File: src/rtl/fp_mul_post.sv
// Purpose: post-multiply correction for IEEE-754 single products (special cases, exponent fix, over/underflow); optional sticky flags under FP_MUL_POST_STICKY_EN.
// Latency: 2 cycles from input accept to out_valid_o (S1 classify, S2 resolve/output), 1 result per cycle.
// Backpressure: S2 holds while out_valid_o && !out_ready_i; in_ready_o drops only when S1 is full and S2 cannot advance.
module fp_mul_post #(
   parameter int DATA_WIDTH = 32
) (
   input  logic                  clk,
   input  logic                  rst,
   input  logic                  in_valid_i,
   output logic                  in_ready_o,
   input  logic [DATA_WIDTH-1:0] dataA_i,
   input  logic [DATA_WIDTH-1:0] dataB_i,
   input  logic [DATA_WIDTH-1:0] prod_i,
   output logic                  out_valid_o,
   input  logic                  out_ready_i,
   output logic [DATA_WIDTH-1:0] data_o,
   output logic [2:0]            flags_o,
   output logic [2:0]            sticky_o,
   input  logic                  flag_clr_i
);

   localparam logic [31:0] QNAN = 32'h7FC00000;

   // flag bit positions within flags_o / sticky_o
   localparam int FLAG_INV = 2;
   localparam int FLAG_OVF = 1;
   localparam int FLAG_UNF = 0;

   // ---------------- S1 input classification ----------------
   logic [7:0]        expA, expB;
   logic              zeroA, zeroB, infA, infB, nanA, nanB;
   logic              invalidIn, infIn, zeroIn;
   logic signed [9:0] baseIn;
   logic              accept;

   assign expA  = dataA_i[30:23];
   assign expB  = dataB_i[30:23];
   // exponent 0 means zero: denormals are flushed
   assign zeroA = (expA == 8'h00);
   assign zeroB = (expB == 8'h00);
   assign infA  = (expA == 8'hFF) && (dataA_i[22:0] == 23'd0);
   assign infB  = (expB == 8'hFF) && (dataB_i[22:0] == 23'd0);
   assign nanA  = (expA == 8'hFF) && (dataA_i[22:0] != 23'd0);
   assign nanB  = (expB == 8'hFF) && (dataB_i[22:0] != 23'd0);

   assign invalidIn = nanA || nanB || (infA && zeroB) || (zeroA && infB);
   assign infIn     = infA || infB;
   assign zeroIn    = zeroA || zeroB;
   assign baseIn    = $signed({2'b00, expA}) + $signed({2'b00, expB}) - 10'sd127;

   logic              s1Valid;
   logic              s1Sign, s1Invalid, s1Inf, s1Zero;
   logic signed [9:0] s1Base;
   logic [30:0]       s1Prod;

   logic              s2Advance;

   assign s2Advance  = !out_valid_o || out_ready_i;
   assign in_ready_o = !s1Valid || s2Advance;
   assign accept     = in_valid_i && in_ready_o;

   // S1 register: capture classified operands and raw product on accept
   always_ff @(posedge clk or posedge rst) begin
      if (rst) begin
         s1Valid   <= 1'b0;
         s1Sign    <= 1'b0;
         s1Invalid <= 1'b0;
         s1Inf     <= 1'b0;
         s1Zero    <= 1'b0;
         s1Base    <= '0;
         s1Prod    <= '0;
      end else begin
         if (accept) begin
            s1Valid   <= 1'b1;
            s1Sign    <= dataA_i[31] ^ dataB_i[31];
            s1Invalid <= invalidIn;
            s1Inf     <= infIn;
            s1Zero    <= zeroIn;
            s1Base    <= baseIn;
            s1Prod    <= prod_i[30:0];
         end else if (s2Advance) begin
            s1Valid   <= 1'b0;
         end
      end
   end

   // ---------------- S2 resolution ----------------
   // The product exponent wraps mod 256; its offset from the base tells
   // whether the multiplier normalised by one extra bit.
   logic [7:0]        normDiff;
   logic              norm;
   logic signed [9:0] expTrue;
   logic [31:0]       resData;
   logic [2:0]        resFlags;

   assign normDiff = s1Prod[30:23] - s1Base[7:0];
   assign norm     = normDiff[0];
   assign expTrue  = s1Base + $signed({9'd0, norm});

   // strict-priority special-case resolution, at most one flag set
   always_comb begin
      resData  = {s1Sign, expTrue[7:0], s1Prod[22:0]};
      resFlags = 3'b000;
      if (s1Invalid) begin
         resData            = QNAN;
         resFlags[FLAG_INV] = 1'b1;
      end else if (s1Inf) begin
         resData = {s1Sign, 8'hFF, 23'd0};
      end else if (s1Zero) begin
         resData = {s1Sign, 31'd0};
      end else if (expTrue >= 10'sd255) begin
         resData            = {s1Sign, 8'hFF, 23'd0};
         resFlags[FLAG_OVF] = 1'b1;
      end else if (expTrue <= 10'sd0) begin
         resData            = {s1Sign, 31'd0};
         resFlags[FLAG_UNF] = 1'b1;
      end
   end

   // S2 output register: load whenever the consumer is not stalling us
   always_ff @(posedge clk or posedge rst) begin
      if (rst) begin
         out_valid_o <= 1'b0;
         data_o      <= '0;
         flags_o     <= 3'b000;
      end else if (s2Advance) begin
         out_valid_o <= s1Valid;
         if (s1Valid) begin
            data_o  <= resData;
            flags_o <= resFlags;
         end
      end
   end

   logic outHandshake;
   assign outHandshake = out_valid_o && out_ready_i;

   // sign bit of the raw product is not needed; the result sign comes from the operands
   logic unusedProdSign;
   assign unusedProdSign = prod_i[31];

`ifdef FP_MUL_POST_STICKY_EN
   logic [2:0] stickyQ;

   // sticky accumulation; a clear keeps only the flags delivered on the same edge
   always_ff @(posedge clk or posedge rst) begin
      if (rst) begin
         stickyQ <= 3'b000;
      end else if (flag_clr_i) begin
         stickyQ <= outHandshake ? flags_o : 3'b000;
      end else if (outHandshake) begin
         stickyQ <= stickyQ | flags_o;
      end
   end

   assign sticky_o = stickyQ;
`else
   logic unusedStickyInputs;
   assign unusedStickyInputs = flag_clr_i ^ outHandshake;
   assign sticky_o           = 3'b000;
`endif

endmodule

File: config.mk
export PLATFORM = sky130hd
export DESIGN_NAME = fp_mul_post
export DESIGN_NICKNAME = d
export VERILOG_FILES = /design/src/rtl/fp_mul_post.sv
export SDC_FILE = /design/constraint.sdc
export NUM_CORES = 1
export LEC_CHECK = 0
export ABC_AREA = 1
export ABC_CLOCK_PERIOD_IN_PS = 2400
export CAP_MARGIN = 15
export CORE_ASPECT_RATIO = 1.2
export CORE_MARGIN = 4
export CORE_UTILIZATION = 41
export DETAILED_ROUTE_END_ITERATION = 10
export GPL_TIMING_DRIVEN = 0
export PLACE_DENSITY = 0.83
export SLEW_MARGIN = 15
export SYNTH_ARGS = -nofsm -noshare
export SYNTH_HDL_FRONTEND = slang
export SYNTH_SLANG_ARGS = --single-unit
File: constraint.sdc
create_clock -name clk -period 2.4 [get_ports clk]
set_input_delay 0.6 -clock clk [delete_from_list [all_inputs] [get_ports clk]]
set_output_delay 0.6 -clock clk [all_outputs]
set_load 0.01 [all_outputs]
Word level (Yosys, flattened, before mapping)
Index checks and enable logic that the tools add are counted.
Widths: inputs -> output; s select.

cells by class
  order comparisons = 2
  eq/ne operators = 2
  reductions and logical operators = 24
  add/subtract/negate cells = 4
  muxes and demuxes = 14
  bitwise gates (word level) = 1

operator list
  operator              count
  $mux 31               4
  $logic_not 23->1      2
  $reduce_bool 23->1    2
  $mux 32               1
  $eq 8x8->1 const B    2
  $logic_not 8->1       2
  $add 10x2->10         1
  $ge 10x9->1 const B   1
  $le 10x1->1 const B   1
  $sub 9x7->10 const B  1
  $add 8x8->9           1
  $logic_and 1x1->1     7
  $logic_or 1x1->1      7
  $mux 1                6
  $mux 2                3
  $logic_not 1->1       2
  $reduce_and 2->1      1
  $reduce_bool 2->1     1
  $sub 1x1->1           1
  $xor 1x1->1           1

word-level totals
  word-level logic and storage cells = 57
  bits of input ports = 101
  bits in registers = 75

Depth between registers and ports, before layout
  depth after elaboration = 8
  mapped depth = 15
  gate-level depth less buffers = 15

Worst setup path after synthesis
OpenSTA, ideal clock, no wires.

  kind = input -> register
  start point = input port dataA_i[24]
  end point = register s1Base[9]
  path slack = 119 ps
  setup time = 95 ps
  cell stages on the path = 10
  arrival = 2185 ps
  cell sequence = ha_1 -> ha_1 -> fa_1 -> nand3_1 -> nand3_1 -> nand2_1 -> nand2_1 -> a21oi_1 -> o21ai_0 -> o31ai_1

between the ends
  cells in the longest elaborated chain, start to end = 2

RTL lines
  element               line  text
  from (decl)           11    input logic [DATA_WIDTH-1:0] dataA_i,
  $add 8x8->9           49    assign baseIn = $signed({2'b00, expA}) + $signed({2'b00, expB}) - 10'sd127;
  $sub 9x7->10          49
  to (signal assigned)  79    s1Base <= baseIn;
  to (decl)             53    logic signed [9:0] s1Base;

Every way passes these cells.
A chain may end at the register's enable or synchronous reset.

Worst setup path after layout
  start point = input port dataA_i[26]
  end point = register s1Base[8]

Same word-level chain as after synthesis.

==> flow_summary.json <==
{
  "ant_nets": 0,
  "yosys-top-cells-area": "dfrtp_1 46%, nand2_1 18%, ha_1 5.2%",
  "crit_required_ns": 2.60,
  "cts_tree": "done",
  "setup_tns_ns": 0,
  "grt_max_degree": 33,
  "core-area_mm2": 0.00961,
  "ys_ff_latch": 75,
  "synthCells": 511,
  "clock_sinks": 75,
  "drt-total-wl_mm": 10.9,
  "path_class": "in2reg",
  "fin_ws_ns": 0.0442,
  "clockBufferDepth": 2,
  "cts_root_buffer": "clkbuf_16",
  "io_pins": 141,
  "post_drt_wl_per_cell_um": 13.9,
  "fmax_mhz": 424,
  "peakVddDrop_mv": 0.413,
  "gp_congestion": 0.845,
  "path_buf_inv": 1,
  "rows": 39,
  "die_h_um": 117,
  "crit_arrival_ns": 2.55,
  "synth_largest_area_cell": "dfrtp_1",
  "htreeDepth": 3,
  "syn2layout_area_growth_pct": 48.5,
  "powerDensity_mw_per_mm2": 828,
  "drtIter0Drc": 146,
  "die-width_um": 99.0,
  "dpl_worst_slack_ns": -0.570,
  "start_kind": "input port",
  "cpLargestDelayFamily": "simple AND/OR/NAND/NOR gates",
  "die_area_mm2": 0.0116,
  "via_per_inst": 4.96,
  "run_status": "finished, final reports clean",
  "cp-end-kind": "flop",
  "clk_latency_ns": 0.34,
  "fin_hold_ws_ns": 0.483,
  "grt_pass1_wl_mm": 17.3,
  "drc_errors": 0,
  "vias": 3890,
  "clk_pin_slew_ns": 0.06,
  "yosysSeqAreaShare_pct": 46.1,
  "maxCapViolCount": 0,
  "cts-buffers-inserted": 9,
  "syn_area_mm2": 0.00407,
  "yosys.area.top_type_share_pct": 46.1,
  "hold_path_class": "reg2reg",
  "synth_cell_type_count": 35,
  "drive_gt1_share_pct": 12.6,
  "final_core_util_pct": 62.9,
  "drt-pass1-iter-count": 5,
  "slew_violations": 0,
  "synth_warnings": 0,
  "finalCritPeriodShare_pct": 98.2,
  "cp_cell_sequence": "clkdlybuf4s50_1 > ha_1 > ha_4 > nand3_1 > nand3_2 > nand2_1 > o311ai_1 > or2_2 > nand3_1 > o21ai_0",
  "grt_usage_pct": 18.4,
  "crit_path_top_delay_cell": "clkdlybuf4s50_1",
  "finalSetupViolations": 0,
  "fin_area_mm2": 0.00604,
  "max_stage_delay_ns": 0.46,
  "placedInstanceArea_mm2": 0.00556,
  "hpwl_mm": 8.36,
  "antenna_found_initial": 0,
  "numPortBuffers": 128,
  "antennaDiodeCount": 0,
  "final_nets": 775,
  "cp_common_cell": "nand3_1",
  "p_leak_nw": 2.88,
  "grt_overflow": 0,
  "syn_area_per_cell_um2": 7.97,
  "crit_fanout": 4,
  "final-hold-violation-count": 0,
  "fin_skew_ns": 0.0104,
  "grt_pass1_vias": 3910,
  "start_util_pct": 42.4,
  "fin_crit_ns": 2.36
}
-- final timing paths --
kind                         endpoint         from  slack [ns]  cells past startpoint
max                         s1Base[8]  dataA_i[26]        0.04                     10
min                        s1Prod[17]   s1Prod[17]        0.48                      2
max reg2reg                data_o[10]   s1Prod[23]        0.17                     15
min reg2reg                s1Prod[17]   s1Prod[17]        0.48                      2
max in group asynchronous  s1Prod[15]          rst        1.32                      3
min in group asynchronous  data_o[28]          rst        0.61                      2
-- per-stage QoR --
stage          total power, mW  instances
2_1_floorplan             2.65        513
3_3_place_gp              3.39        764
3_5_place_dp              3.47        766
4_1_cts                   4.97        782
5_1_grt                   5.28        784
6_report                  5.00        784
-- sequential cells by signal (all words and copies together) (netlist names) --
register and flops:
data_o 32, flags_o 3, out_valid_o 1, s1Base 10, s1Inf 1, s1Invalid 1
s1Prod 24, s1Sign 1, s1Valid 1, s1Zero 1
-- cells in the mapped netlist (all sizes together) --
cell / n
o21bai: 2
buf: 9
or2: 3
o21ai: 43
clkbuf: 9
nand3b: 2
nor2: 32
and2: 3
nand2: 200
nor3: 1
inv: 52
ha: 17
o31ai: 1
conb: 1
a21oi: 10
xor2: 2
dfrtp: 75
xnor2: 2
nor4: 12
o311ai: 1
o21a: 2
nand3: 20
o22ai: 3
fa: 1
nand4: 8
-- report_power, final --
part	switching [mW]	internal [mW]	leakage, nW
clock network	0.554	0.930	0.163
logic	0.878	0.875	1.79
registers	0.193	1.57	0.932
-- timing repair --
item / 4_1_cts / 5_1_grt
hold buffers: 0 / 0
buffers inserted: 0 / 2
pin swaps: 3 / 8
resized for setup: 10 / 24
setup endpoints to repair: 4 / 25
-- layout by cell type, fill, tap and decap left out, types with 5 or more instances in the layout --
master           Yosys  final
a21oi_1             10      8
buf_4                3      6
clkbuf_1             9      9
clkbuf_16            0      9
clkdlybuf4s50_1      0    120
dfrtp_1             75     75
dlymetal6s2s_1       0      5
ha_1                17     10
ha_4                 0      6
inv_1               52     48
nand2_1            195    194
nand2_2              4      5
nand3_1             19     18
nand4_1              8      8
nor2_1              26     25
nor2_4               3      5
nor4_1              12     12
o21ai_0             23     22
o21ai_2             20     20
-- cell type report --
| cell class | count | area (um^2) |
|---|---|---|
| multi-input cells | 368 | 2030 |
| plain buffers | 18 | 111 |
| clock inverters | 7 | 106 |
| repair buffers | 132 | 1350 |
| flip-flops and latches | 75 | 1880 |
| well taps | 123 | 154 |
| inverters | 52 | 199 |
| fillers | 770 | 3570 |
| clock buffers | 9 | 225 |
-- logic make-up after synthesis --
group	count (synthesis)	share of synthesized area [%]
AOI/OAI and AO/OA	62	9.96
xor gates and xnor gates	4	1.05
adders and majority gates	18	5.72
buffers and inverters	70	7.22
DFF	75	46.1
other	1	0.0921
and+or+nand+nor	281	29.9
-- worst reg2reg max path: stages, from the launching register on --
cell	delay, ns
dfrtp_1	0.37
inv_1	0.07
ha_2	0.19
ha_1	0.20
nand2_2	0.11
nor2_4	0.17
nand2_1	0.07
nand2_1	0.05
nand2_1	0.07
nor2_1	0.09
nand2_1	0.08
nand2_1	0.13
nand3_4	0.14
nand2_4	0.14
buf_8	0.16
o21ai_2	0.07
-- routing by layer --
layer  vias up  routed length, um  track usage [%]
li1       1921                  -                -
met1      1809               4240             20.8
met2       139               5670             34.2
met3        21                751             3.97
met4         0                223             6.65
met5         -                  0                0
No activity file was read; power rests on OpenSTA's default activity.
